File: config.mk
export PLATFORM = sky130hd
export DESIGN_NAME = hex_word_assembler
export DESIGN_NICKNAME = d
export VERILOG_FILES = /design/src/rtl/hex_word_assembler.sv
export SDC_FILE = /design/constraint.sdc
export NUM_CORES = 1
export LEC_CHECK = 0
export CAP_MARGIN = 20
export CORE_ASPECT_RATIO = 0.5
export CORE_MARGIN = 4
export CORE_UTILIZATION = 55
export DETAILED_ROUTE_END_ITERATION = 12
export HOLD_SLACK_MARGIN = 0.12
export PLACE_DENSITY = 0.81
export SLEW_MARGIN = 20
export SYNTH_ARGS = -nofsm -noshare
export SYNTH_HDL_FRONTEND = slang
export SYNTH_SLANG_ARGS = --single-unit
File: constraint.sdc
create_clock -name CLK -period 2.75 [get_ports CLK]
set_input_delay 0.55 -clock CLK [delete_from_list [all_inputs] [get_ports CLK]]
set_output_delay 0.55 -clock CLK [all_outputs]
set_load 0.005 [all_outputs]
File: src/rtl/hex_word_assembler.sv
// Hex word assembler: packs decoded hex digits into a word ended by CR/LF.
// Parse errors, digit overflow and idle timeouts raise a one-cycle oERR.
module hex_word_assembler #(
    parameter int DIGITS  = 4,
    parameter int TIMEOUT = 1000000
) (
    input  logic                  CLK,
    input  logic                  RST,
    input  logic                  iVALID,
    input  logic [7:0]            iCHR,
    input  logic [3:0]            iNIB,
    input  logic                  iDEC_ERR,
    output logic                  oVALID,
    output logic [4*DIGITS-1:0]   oWORD,
    output logic [2:0]            oCNT,
    output logic                  oERR
);

    localparam int          W    = 4 * DIGITS;
    localparam logic [31:0] TLIM = 32'(TIMEOUT - 1);
    localparam logic [7:0]  DMAX = 8'(DIGITS);

    typedef enum logic [1:0] {
        IDLE,
        ACC,
        DISCARD
    } state_t;

    state_t      state;
    logic [W-1:0] acc;
    logic [7:0]  cnt;
    logic [31:0] tmo;

    logic is_term;
    logic is_hex;
    logic full;
    logic tmo_hit;

    // Terminators are recognised from the raw character alone.
    assign is_term = (iCHR == 8'h0D) || (iCHR == 8'h0A);
    assign is_hex  = ~iDEC_ERR;
    assign full    = (cnt >= DMAX);
    assign tmo_hit = (tmo == TLIM);

    always_ff @(posedge CLK or posedge RST) begin
        if (RST) begin
            state  <= IDLE;
            acc    <= '0;
            cnt    <= '0;
            tmo    <= '0;
            oVALID <= 1'b0;
            oERR   <= 1'b0;
            oWORD  <= '0;
            oCNT   <= '0;
        end else begin
            oVALID <= 1'b0;
            oERR   <= 1'b0;
            if (iVALID) begin
                tmo <= '0;
                unique case (state)
                    IDLE: begin
                        if (is_term) begin
                            state <= IDLE;
                        end else if (is_hex) begin
                            acc   <= W'(iNIB);
                            cnt   <= 8'd1;
                            state <= ACC;
                        end else begin
                            oERR  <= 1'b1;
                            state <= DISCARD;
                        end
                    end
                    ACC: begin
                        if (is_term) begin
                            oVALID <= 1'b1;
                            oWORD  <= acc;
                            oCNT   <= cnt[2:0];
                            state  <= IDLE;
                        end else if (is_hex && !full) begin
                            acc <= (acc << 4) | W'(iNIB);
                            cnt <= cnt + 8'd1;
                        end else begin
                            oERR  <= 1'b1;
                            state <= DISCARD;
                        end
                    end
                    DISCARD: begin
                        if (is_term)
                            state <= IDLE;
                    end
                    default: state <= IDLE;
                endcase
            end else if (state == ACC) begin
                if (tmo_hit) begin
                    oERR  <= 1'b1;
                    state <= IDLE;
                    tmo   <= '0;
                end else begin
                    tmo <= tmo + 32'd1;
                end
            end else begin
                tmo <= '0;
            end
        end
    end

endmodule

==> results.md, run 1 <==
* Met2 Use GR at 0.361
* First-pass GRT wire length at 12.5 mm
* Bufs and invs on worst path at 2
* Routed len/inst at between 15 and 20 um
* N_diodes at 0
* Kind of cell adding the most delay to the critical path: simple AND/OR/NAND/NOR gates
* Crit Path Max Fanout at 34
* CP max-delay cell: or4b_1
* Reg clk slew, reported paths at 0.06 ns
* Critical Path Start: iCHR[1]
* HP Class: reg -> reg
* Busiest grt layer: met2
* CTS tree: yes
* Longest Clk Path Bufs at 2
* Status: finished clean
* CP Data Required Time at 2.97 ns
* Final Skew at 0.00377 ns
* Achievable Freq at approximately 430 MHz
* Vias/cell at 5.52
* Commonest non-fill, non-tap cell in the layout: dfrtp_1
* FF-to-FF Start: tmo[28]
* Final Max Slew Viols at 0
* Dpl hpwl at between 4 and 5 mm
* Tmin final at 2.30 ns
* Area Growth Syn to Fin at 23.5%
* RSZ-0062 raised after global routing: no
* CP Launch Type: input pin
* Antenna viol nets, final at 0
* Max_cap viols at 0
* Number of placed I/O pins at 37
* Synth unique cells at 39
* Worst path cell trace: clkdlybuf4s50_1 > and3b_1 > o211a_1 > or4b_1 > buf_12 > mux2_2
* WS Path Type: in -> reg
* Setup TNS at 0 ns
* Post-CTS Setup Bufs at 0
* CTS Hold Buffers Added at 0
* Commonest non-fill, non-tap cells in the layout: 79 x dfrtp_1, 43 x nand2_1, 38 x nor2_1
* Met3 Track Usage GR at 0.0654
* Port buffer count at 36
* H-tree depth at 3
* Leak Pwr at 1.88 nW
* CP max stage delay at between 0.5 and 0.6 ns
* Top cells by area, synth: dfrtp_1 57%, mux2_2 6.8%, xor2_1 5.3%
* CP Data Arrival Time at 2.52 ns
* All-Layer GR Usage at 0.207
* Gr ovfl total at 0
* Min-delay src: cnt[3]
* Initial antenna violation count at 0
* Synth area leader: dfrtp_1
* Setup-failing EPs final at 0
* Core box area at just over 6000 um^2
* DRC Markers at 0
* Peak VDD IR at 513 uV
* Synth warnings at 0
* Root buffer selected by CTS: clkbuf_16
* Post-CTS Resized at 0
* Pwr/cell area at a little under 700 nW/um^2
* Starting Density at 0.572
* Sink Count at 79
* DRT iter0 DRCs at approximately 180
* Hold Slack at 0.491 ns
* DIE AREA at 7760 um^2
* Final period util at 0.836
* Synth Net Count at 344
* Synth Cell Area at 3490 um^2
* Largest net degree at the start of global routing at 35
* Met1 Use GR at 0.237
* Die height at 64.3 um
* Syn_area_per_cell at 10.7 um^2
* Worst-Skew Late Latency at approximately 0.34 ns
* Cell Rows at 20
* Share of the synthesized area in the top cell type at 0.566
* Vias in the first global route at 2668
* Drt pass-1 iters at 4
* Synth Register Bits at 79
* Nature of the critical path endpoint: register
* Mapped Cells at 325
* Final WL at between 7 and 8 mm
* Worst rel slew slack at 0.592
* Fraction of layout cells with a size suffix above 1 at 0.142
* CTS Buf Count at 9
* Vias at approximately 2500
* Worst-Margin Slew at 0.611 ns
* RD Place Congestion at 0.823
* Count of final hold-check violations at 0
* Final net count at 389
* Die Wd at 121 um
* Seq/Total Area, Yosys at 0.566
[logic make-up after synthesis]
| family | after synthesis | share of synthesized area |
|---|---|---|
| adders and majority gates | 3 | 0.0108 |
| DFF | 79 | 0.566 |
| buffers and inverters | 20 | 0.0247 |
| AOI/OAI and AO/OA | 28 | 0.0430 |
| muxes | 21 | 0.0677 |
| xor gates and xnor gates | 28 | 0.0703 |
| and+or+nand+nor | 146 | 0.217 |
[layout make-up]
cell class / count / area [um^2]
Sequential cell: 79 / 1980
Multi-Input combinational cell: 226 / 1430
Fill cell: 442 / 1800
Inverter: 8 / 30.0
Tap cell: 88 / 110
Timing Repair Buffer: 46 / 460
Clock buffer: 11 / 253
Clock inverter: 4 / 52.6
[layer usage]
metal,vias to the layer above,wire (um)
li1,1203,-
met1,1271,2940
met2,57,3740
met3,18,256
met4,0,154
met5,-,0
[cells in the mapped netlist]
| library cell | n |
|---|---|
| buf_2 | 8 |
| nand4bb_1 | 2 |
| o31ai_1 | 1 |
| inv_1 | 8 |
| and3_1 | 3 |
| or4_1 | 1 |
| mux2_2 | 21 |
| nor2b_1 | 2 |
| nor4_2 | 1 |
| nor2_1 | 38 |
| nand2_1 | 43 |
| nand3_2 | 2 |
| a21oi_1 | 6 |
| o21ai_1 | 14 |
| nand4_1 | 12 |
| nor4b_2 | 1 |
| clkbuf_2 | 1 |
| or3b_1 | 1 |
| or3_1 | 2 |
| o21ai_0 | 5 |
| xor2_1 | 21 |
| and3b_1 | 1 |
| nand2b_1 | 2 |
| ha_1 | 3 |
| nor3b_1 | 1 |
| nor4_1 | 8 |
| xnor2_1 | 7 |
| a211oi_1 | 1 |
| and2_1 | 5 |
| nand3_1 | 13 |
| nor4_4 | 1 |
| nor4b_1 | 1 |
| or4b_1 | 1 |
| nor3_1 | 2 |
| and4_1 | 2 |
| nand2_2 | 1 |
| dfrtp_1 | 79 |
| clkbuf_1 | 3 |
| o211a_1 | 1 |
[state kept, by name, summed over array words and instances, names as in the netlist]
signal,count
oERR,1
oWORD,16
state,2
cnt,8
tmo,32
acc,16
oVALID,1
oCNT,3
[per-stage QoR]
step	utilization	setup slack (ns)	std cells	total power [W]	area (um^2)
global route	0.706	0.410	462	0.00306	4310
detailed placement	0.656	0.103	447	0.00174	4010
CTS	0.706	0.460	462	0.00295	4310
floorplan	-	0.177	325	0.00160	3490
global placement	0.656	0.147	447	0.00171	4010
finish	0.706	0.451	462	0.00292	4310
[worst paths after layout]
path	slack [ns]	endpoint	cells after the start
setup reg to reg	0.58	tmo[15]	6
hold / removal	0.49	cnt[3]	1
max in group asynchronous	1.52	cnt[3]	3
setup / recovery	0.45	acc[2]	6
hold reg to reg	0.49	cnt[3]	1
min in group asynchronous	0.62	oWORD[12]	2
[power breakdown]
part | internal (W) | switching [W] | leakage [nW]
logic | 0.000159 | 0.000193 | 0.647
registers | 0.00127 | 0.0000985 | 1.08
clock network | 0.000751 | 0.000448 | 0.152
No activity file was read; power rests on OpenSTA's default activity.
==> inputs of run 2 (changes only) <==
Clock period 2.75 ns to 2.27 ns, I/O delays scaled along.
==> run 2 against run 1 <==
Compared with the run above:
- sequential power rose by 21%
- register-to-register slack got worse by 0.43 ns
- combinational power rose by 31%
- wire length rose by 2.8%
- critical path depth rose by 2
- clock skew barely moved
- first-iteration DRC count fell by 17%
- sequential share of layout area fell by 1.4 points
- global-route usage rose by 0.76 points
- core utilization rose by 2.2 points
- hold slack got worse by 0.0013 ns
- critical endpoint is now cnt[1]
- non-clock buffer count rose by 6
- largest power group is now clock
==> results.md, run 2 (same netlist as run 1, synthesis figures left out) <==
* Reg clk slew, reported paths at 0.06 ns (about the same)
* Clock power frac at 0.449 (was 0.411)
* All-Layer GR Usage at 0.214 (was 0.207)
* RD Place Congestion at 0.836 (was 0.823)
* Final net count at 395 (was 389)
* Count of final hold-check violations at 0 (unchanged)
* Area Growth Syn to Fin at 27.4% (was 23.5%)
* Core box area at 6110 um^2 (unchanged)
* Die Wd at 121 um (unchanged)
* Final core utilization at 0.728 (was 0.706)
* Worst-Margin Slew at 0.577 ns (was 0.611 ns)
* Max_cap viols at 0 (unchanged)
* Cell Rows at 20 (unchanged)
* Dpl hpwl at 4.84 mm (was 4.68 mm)
* Root buffer selected by CTS: clkbuf_16 (unchanged)
* DRC Markers at 0 (unchanged)
* CP max-delay cell: or4b_1 (unchanged)
* Final Skew at 0.00404 ns (was 0.00377 ns)
* Setup-failing EPs final at 0 (unchanged)
* Final Max Slew Viols at 0 (unchanged)
* Most frequent CP cell: buf_4
* Largest register FFs at 32 (unchanged)
* Largest net degree at the start of global routing at 31 (was 35)
* First-pass GRT wire length at 12.8 mm (was 12.5 mm)
* Longest Clk Path Bufs at 2 (unchanged)
* Sequential share of power at 0.431 (was 0.469)
* Pwr/cell area at 865 nW/um^2 (was 678 nW/um^2)
* Drt pass-1 iters at 5 (was 4)
* Final WL at 7.29 mm (was 7.09 mm)
* Register bank with the most flops: tmo (unchanged)
* Worst rel slew slack at 0.615 (was 0.592)
* Combinational share of power at 0.120 (was 0.121)
* Commonest non-fill, non-tap cell in the layout: dfrtp_1 (unchanged)
* Reg2Reg Depth at 5 (was 6)
* Sw Share at 0.234 (was 0.253)
* CTS tree: yes (unchanged)
* Worst path cell trace: clkdlybuf4s50_1 > and3b_1 > o211a_1 > or4b_1 > buf_4 > buf_4 > nand2_1 > o21ai_1 (was clkdlybuf4s50_1 > and3b_1 > o211a_1 > or4b_1 > buf_12 > mux2_2)
* N_diodes at 0 (unchanged)
* Vias/cell at 5.51 (was 5.52)
* DIE AREA at 7760 um^2 (unchanged)
* Gr ovfl total at 0 (unchanged)
* Crit Path Max Fanout at 11 (was 34)
* Final period util at 0.937
* Placed Area at 4080 um^2 (was 4010 um^2)
* CTS Buf Count at 9 (unchanged)
* Number of placed I/O pins at 37 (unchanged)
* WS Path Type: in -> reg (unchanged)
* Vias at 2582 (was 2549)
* Leak Pwr at 1.94 nW (was 1.88 nW)
* Initial antenna violation count at 0 (unchanged)
* HP Class: reg -> reg (unchanged)
* Achievable Freq at 470 MHz
* Status: finished clean (unchanged)
* Hold Slack at 0.490 ns (was 0.491 ns)
* Switch Pwr at 0.000899 W (was 0.000740 W)
* RSZ-0062 raised after global routing: no (unchanged)
* Antenna viol nets, final at 0 (unchanged)
* Nature of the critical path endpoint: register (unchanged)
* CP max stage delay at 0.50 ns (was 0.57 ns)
* Commonest non-fill, non-tap cells in the layout: 79 x dfrtp_1, 43 x nand2_1, 38 x nor2_1 (unchanged)
* Peak VDD IR at 628 uV (was 513 uV)
* Number of cells on the worst hold path at 2 (was 1)
* CTS Hold Buffers Added at 0 (unchanged)
* Sink Count at 79 (unchanged)
* Internal at 0.00295 W (was 0.00218 W)
* Cell area after layout at 4450 um^2 (was 4310 um^2)
* Total power at 0.00385 W (was 0.00292 W)
* Worst-Skew Late Latency at 0.34 ns (about the same)
* Tmin final at 2.13 ns
* CP Data Required Time at 2.49 ns (was 2.97 ns)
* Vias in the first global route at 2614 (was 2668)
* CP Launch Type: input pin (unchanged)
* Routed len/inst at 15.5 um (was 15.4 um)
* H-tree depth at 3 (unchanged)
* Port buffer count at 36 (unchanged)
* CP Data Arrival Time at 2.35 ns (was 2.52 ns)
* Starting Density at 0.572 (unchanged)
* Fraction of layout cells with a size suffix above 1 at 0.155 (was 0.142)
* DRT iter0 DRCs at 147 (was 177)
* Top Registers: tmo x32, acc x16, oWORD x16 (unchanged)
* Die height at 64.3 um (unchanged)
==> run 2: cell count changes in the layout (fill, tap and decap cells not counted), moves of 2 or more <==
| cell | delta |
|---|---|
| clkbuf_1 | +2 |
| buf_12 | +2 |
| buf_4 | +4 |
| bufinv_16 | +3 |
| clkbuf_8 | -2 |
==> run 2: critical path, delay by kind of cell <==
kind	cells	cell delay, ns
AO/OA/AOI/OAI	2	0.30
buffers and inverters	3	0.84
AND/OR/NAND/NOR	3	0.75
==> run 2: through the flow <==
stage	setup WS, ns	std cells	setup TNS, ns
floorplan	0.345	325	0
global placement	-0.147	453	-2.33
detailed placement	-0.179	453	-3.03
CTS	0.0592	469	0
global route	0.0539	469	0
finish	0.142	469	0
==> run 2: final cells by class <==
type	count	area (um^2)
inverter	8	33.8
clock buffer	11	233
clock inverter	5	129
fill	415	1660
sequential	79	1980
tap	88	110
timing repair buffer	52	531
multi-input combinational	226	1430
==> run 2: routing by layer <==
layer	vias up	GRT usage	routed length, um
met5	-	0	0
met4	0	0.0777	113
met3	12	0.0849	344
met2	69	0.359	3800
met1	1278	0.253	3030
li1	1223	-	-
==> run 2: timing repair <==
action | 4_1_cts | 5_1_grt
setup endpoints to repair | 0 | 18
buffers inserted | 0 | 0
gates resized for setup | 0 | 1
==> run 2: power groups by stage <==
stage / registers, W / logic, W / clock network (W)
after floorplan: 0.00164 / 0.000294 / 0
after global placement: 0.00167 / 0.000429 / 0
after detailed placement: 0.00168 / 0.000458 / 0
after CTS: 0.00166 / 0.000466 / 0.00177
after global routing: 0.00168 / 0.000518 / 0.00184
final: 0.00166 / 0.000460 / 0.00173
==> run 2: final timing paths <==
path                               from  slack, ns   endpoint
worst min-delay path            acc[14]       0.49    acc[14]
worst min register to register  acc[14]       0.49    acc[14]
worst max-delay path            iCHR[1]       0.14     cnt[1]
worst max register to register  tmo[12]       0.15       oERR
max in group asynchronous           RST       1.13    tmo[26]
min in group asynchronous           RST       0.54  oWORD[11]
